`src/rtl/eq_selftest.sv`:
```
// rtl/eq_selftest.sv - exhaustive BIST engine for W-bit equality comparators
// Optional EQ_SELFTEST_STOP_ON_ERR_EN: end the run at the first mismatch.
module eq_selftest #(
   parameter int W      = 2,
   parameter int SETTLE = 2,
   parameter int ERR_W  = 8
) (
   input  logic             clk,
   input  logic             reset,
   input  logic             start,
   output logic [W-1:0]     dut_a,
   output logic [W-1:0]     dut_b,
   input  logic             dut_aeqb,
   output logic             busy,
   output logic             done,
   output logic             pass,
   output logic [ERR_W-1:0] err_cnt,
   output logic [W-1:0]     fail_a,
   output logic [W-1:0]     fail_b
);

   localparam int VW = 2 * W;
   localparam int SW = (SETTLE < 2) ? 1 : $clog2(SETTLE);

   localparam logic [1:0] ST_IDLE  = 2'd0;
   localparam logic [1:0] ST_APPLY = 2'd1;
   localparam logic [1:0] ST_CHECK = 2'd2;
   localparam logic [1:0] ST_DONE  = 2'd3;

   localparam logic [VW-1:0]    V_LAST      = '1;
   localparam logic [ERR_W-1:0] ERR_MAX     = '1;
   localparam logic [SW-1:0]    SETTLE_LAST = SW'(SETTLE - 1);

   logic [1:0]    state;
   logic [VW-1:0] v;
   logic [SW-1:0] settle_cnt;
   logic          mismatch;
   logic          stop_now;
   logic          last_vec;

   // Operands come straight from the vector register, so they are registered outputs.
   assign dut_a    = v[VW-1:W];
   assign dut_b    = v[W-1:0];
   assign busy     = (state == ST_APPLY) || (state == ST_CHECK);
   assign done     = (state == ST_DONE);
   assign mismatch = dut_aeqb != (dut_a == dut_b);
   assign last_vec = (v == V_LAST);

`ifdef EQ_SELFTEST_STOP_ON_ERR_EN
   assign stop_now = mismatch;
`else
   assign stop_now = 1'b0;
`endif

   always_ff @(posedge clk) begin
      if (reset) begin
         state      <= ST_IDLE;
         v          <= '0;
         settle_cnt <= '0;
         pass       <= 1'b0;
         err_cnt    <= '0;
         fail_a     <= '0;
         fail_b     <= '0;
      end else begin
         case (state)
            ST_IDLE, ST_DONE: begin
               if (start) begin
                  state      <= ST_APPLY;
                  v          <= '0;
                  settle_cnt <= '0;
                  pass       <= 1'b0;
                  err_cnt    <= '0;
                  fail_a     <= '0;
                  fail_b     <= '0;
               end else begin
                  state <= ST_IDLE;
               end
            end
            ST_APPLY: begin
               if (settle_cnt == SETTLE_LAST) begin
                  settle_cnt <= '0;
                  state      <= ST_CHECK;
               end else begin
                  settle_cnt <= settle_cnt + SW'(1);
               end
            end
            ST_CHECK: begin
               if (mismatch) begin
                  if (err_cnt != ERR_MAX)
                     err_cnt <= err_cnt + ERR_W'(1);
                  if (err_cnt == '0) begin
                     fail_a <= dut_a;
                     fail_b <= dut_b;
                  end
               end
               // pass is resolved on entry to DONE so it is already final there.
               if (last_vec || stop_now) begin
                  state <= ST_DONE;
                  pass  <= !mismatch && (err_cnt == '0);
               end else begin
                  v     <= v + VW'(1);
                  state <= ST_APPLY;
               end
            end
            default: state <= ST_IDLE;
         endcase
      end
   end

endmodule
```
`config.mk`:
```
export PLATFORM = sky130hd
export DESIGN_NAME = eq_selftest
export DESIGN_NICKNAME = d
export VERILOG_FILES = /design/src/rtl/eq_selftest.sv
export SDC_FILE = /design/constraint.sdc
export NUM_CORES = 1
export LEC_CHECK = 0
export BUFFER_PORTS_ARGS = -buffer_cell sky130_fd_sc_hd__buf_2
export CAP_MARGIN = 20
export CORE_ASPECT_RATIO = 0.5
export CORE_UTILIZATION = 44
export DETAILED_ROUTE_END_ITERATION = 8
export HOLD_SLACK_MARGIN = 0.1
export PLACE_DENSITY = 0.66
export SYNTH_ARGS = -nofsm -noshare
export SYNTH_HDL_FRONTEND = slang
export SYNTH_SLANG_ARGS = --single-unit
```
`constraint.sdc`:
```
create_clock -name clk -period 5.2 [get_ports clk]
set_clock_uncertainty 0.1 [all_clocks]
set_input_delay 0 -clock clk [delete_from_list [all_inputs] [get_ports clk]]
set_output_delay 0 -clock clk [all_outputs]
set_load 0.05 [all_outputs]
```
==> impl_metrics.csv <==
group,metric,value,unit
power,swShare,27.7,%
worst_setup_path,rrSetupSlack,2.71,ns
yosys,yosys_warnings,0,
yosys,avgSynthCellArea,8.33,um^2
clock_network,cts_setup_buffers,0,
route,wl_per_cell,13.5,um
yosys,synth_edf_count,0,
yosys,ys_types,42,
grt,antenna_found_initial,0,
sta,fmax,401,MHz
clock_network,clk_path_buf_depth,2,
grt,first_global_vias,952,
final_layout,layout_common_cells,"22 x buf_2, 20 x dfxtp_1, 15 x nand2_1, 12 x nor2_1, 10 x inv_1",
route,drt-total-wl,2720,um
worst_setup_path,path_cells,"inv_1 -> ha_1 -> inv_2 -> o21ai_2 -> nand2_2 -> o311ai_0 -> o41ai_2",
clock_network,numCtsBuffers,3,
yosys,synth_largest_area_cell,"dfxtp_1",
power,internal-power,221,uW
run_status,status,"finished, final reports clean",
worst_setup_path,r2r_end,"err_cnt[3]",
die,io_pins,23,
worst_setup_path,required,5.24,ns
grt,grt_max_degree,24,
sta,worstMarginPinSlew,0.662,ns
clock_network,tritoncts,"built",
sta,fin_crit_sh,48.0,%
yosys,synth_nets,154,
power,pwr-share-seq,51.6,%
sta,setup_viol,0,
grt,grt_pass1_wl,4570,um
sta,drv_slew,0,
final_layout,finalInstanceArea,1400,um^2
yosys,netlist_instances,144,
die,fp-row-count,12,
route,dr.pass1.iters,4,
worst_setup_path,critPathLaunchType,"flip-flop",
sta,tns,0,ns
min_path,hold_end,"fail_a[1]",
sta,post-route-min-period,2.49,ns
min_path,min_from,"dut_aeqb",
final_layout,final_net_count,178,
die,dieArea,2950,um^2
worst_setup_path,cp_slowest_cell,"ha_1",
clock_network,htree_levels,1,
grt,grt_remaining_overflow,0,
route,drt_iter0_drc,130,
final_layout,drive_above_1_share,22.3,%
power,power.density,219,nW/um^2
die,coreArea,2390,um^2
power,power.switching,84.9,uW
grt,grtUsageTotal,21.2,%
worst_setup_path,endpoint_kind,"flip-flop",
yosys,ys_seq_elements,20,
yosys,yosysTopAreaCellShare,33.4,%
final_layout,post-route-util,58.6,%
die,die_h,38.9,um
placement,place_congestion,0.804,
placement,dpl_cell_area,1330,um^2
min_path,hold_path_class,"in2reg",
route,ant_nets,0,
worst_setup_path,ff2ff_path_depth,7,
sta,hold_viol,0,
die,dieWidth,75.9,um
clock_network,clkTransAtPathRegs,0.08,ns
final_layout,final_common_cell,"buf_2",
worst_setup_path,cpPeakStageDelay,0.58,ns
placement,dp_hpwl,1960,um
route,remaining_drc_errors,0,
die,initial_core_util,50.3,%
sta,grt_setup_unrepaired,"no",
yosys,synth-main-ff-cell,"dfxtp_1",
worst_setup_path,arrival,2.53,ns
power,clockPowerShare,33.9,%
yosys,synth_area,1200,um^2
sta,slew_headroom,55.9,%
worst_setup_path,crit_fanout,19,
final_layout,area_growth,16.7,%
final_layout,antenna_cells,0,
final_layout,fin_cells,201,
power,ir_worst_vdd,0.139,mV
clock_network,clk_latency,0.26,ns
worst_setup_path,path_class,"reg2reg",
route,num_vias,1106,
route,via_per_inst,5.50,
power,power.leakage,0.587,nW
clock_network,cts_sinks,20,
power,p_comb_share,14.5,%
placement,io_buffers,22,
clock_network,cts-root-buf,"clkbuf_8",
yosys,synth.area.top_cells,"dfxtp_1 33%, ha_1 6.3%, nand2_1 4.7%, a21oi_1 3.8%, nor2_1 3.8%",
worst_setup_path,timing.rr.start,"state[0]",
min_path,min_path_cells,5,
placement,dp.cells,195,
power,power,306,uW
yosys,ys_seq_area_share,33.4,%
run,maxCapViolCount,0,
yosys,async_flop_share,0,%
cells by family after synthesis:
logic type                 count (synthesis)  share of synthesized area (%)
DFF                                       20                           33.4
adders and majority gates                  6                           6.26
xor gates and xnor gates                   3                           2.19
muxes                                      3                           2.92
AOI/OAI and AO/OA                         39                           24.0
and+or+nand+nor                           56                           25.8
buffers and inverters                     17                           5.53
flip-flops by register name (all words and copies together), names as in the netlist:
| register | count |
|---|---|
| settle_cnt | 1 |
| state | 2 |
| v | 4 |
| fail_b | 2 |
| fail_a | 2 |
| err_cnt | 8 |
| pass | 1 |
metrics by stage:
| stage | hold slack, ns | setup WS (ns) |
|---|---|---|
| after global routing | 0.262 | 2.39 |
| after detailed placement | 0.245 | 2.72 |
| after floorplan | 0.0842 | 2.95 |
| after global placement | 0.234 | 2.83 |
| after CTS | 0.225 | 2.72 |
| final | 0.232 | 2.71 |
what timing repair did:
action / 4_1_cts / 5_1_grt
resized for setup: 0 / 0
hold buffers: 3 / 0
endpoints found under the hold margin: 8 / 0
Yosys cell counts, types with 2 or more instances:
master and n:
a211oi_1 3, a21oi_1 9, a31oi_1 2, and2_1 2, buf_2 2, clkbuf_1 4
dfxtp_1 20, ha_1 6, inv_1 10, mux2i_1 2, nand2_1 15, nand3_1 6
nand4_1 4, nor2_1 12, nor2b_1 4, nor3_1 2, o211ai_1 4, o21ai_0 7
o21ai_2 2, o41ai_1 4, o41ai_2 2, xor2_1 2
how the worst max path moves through the flow:
stage	start	endpoint	slack [ns]
6_report	state[0]	err_cnt[3]	2.71
5_1_grt	state[0]	err_cnt[3]	2.39
4_1_cts	state[0]	err_cnt[3]	2.72
3_5_place_dp	state[0]	err_cnt[3]	2.72
3_3_place_gp	state[0]	err_cnt[3]	2.83
2_1_floorplan	err_cnt[0]	err_cnt[3]	2.95
critical path, delay by kind of cell (launching register included):
| family | cells | cell delay, ns |
|---|---|---|
| buf+inv | 2 | 0.30 |
| compound gates | 3 | 0.90 |
| flops | 1 | 0.34 |
| simple gates | 1 | 0.14 |
| fa+ha+maj | 1 | 0.58 |
cell type report:
| class | count | area (um^2) |
|---|---|---|
| Inverter | 11 | 41.3 |
| Multi-Input combinational cell | 107 | 733 |
| Sequential cell | 20 | 400 |
| Tap cell | 35 | 43.8 |
| Fill cell | 223 | 987 |
| Clock buffer | 3 | 41.3 |
| Timing Repair Buffer | 25 | 140 |
power by group through the flow:
stage | logic, mW | registers (mW) | clock network (mW)
detailed placement | 0.0421 | 0.161 | 0
CTS | 0.0444 | 0.158 | 0.105
finish | 0.0444 | 0.158 | 0.104
global placement | 0.0428 | 0.161 | 0
global route | 0.0502 | 0.158 | 0.111
floorplan | 0.0313 | 0.163 | 0
routing by layer:
| layer | vias to the layer above | part of all wire, % | wire length [um] | track usage [%] |
|---|---|---|---|---|
| li1 | 573 | - | - | - |
| met1 | 500 | 56 | 1520 | 30.9 |
| met2 | 31 | 39 | 1060 | 31.6 |
| met3 | 2 | 4.6 | 125 | 5.47 |
| met4 | 0 | 0.29 | 8 | 2.78 |
| met5 | - | 0 | 0 | 0 |
Power figures use the tool's default switching activity.
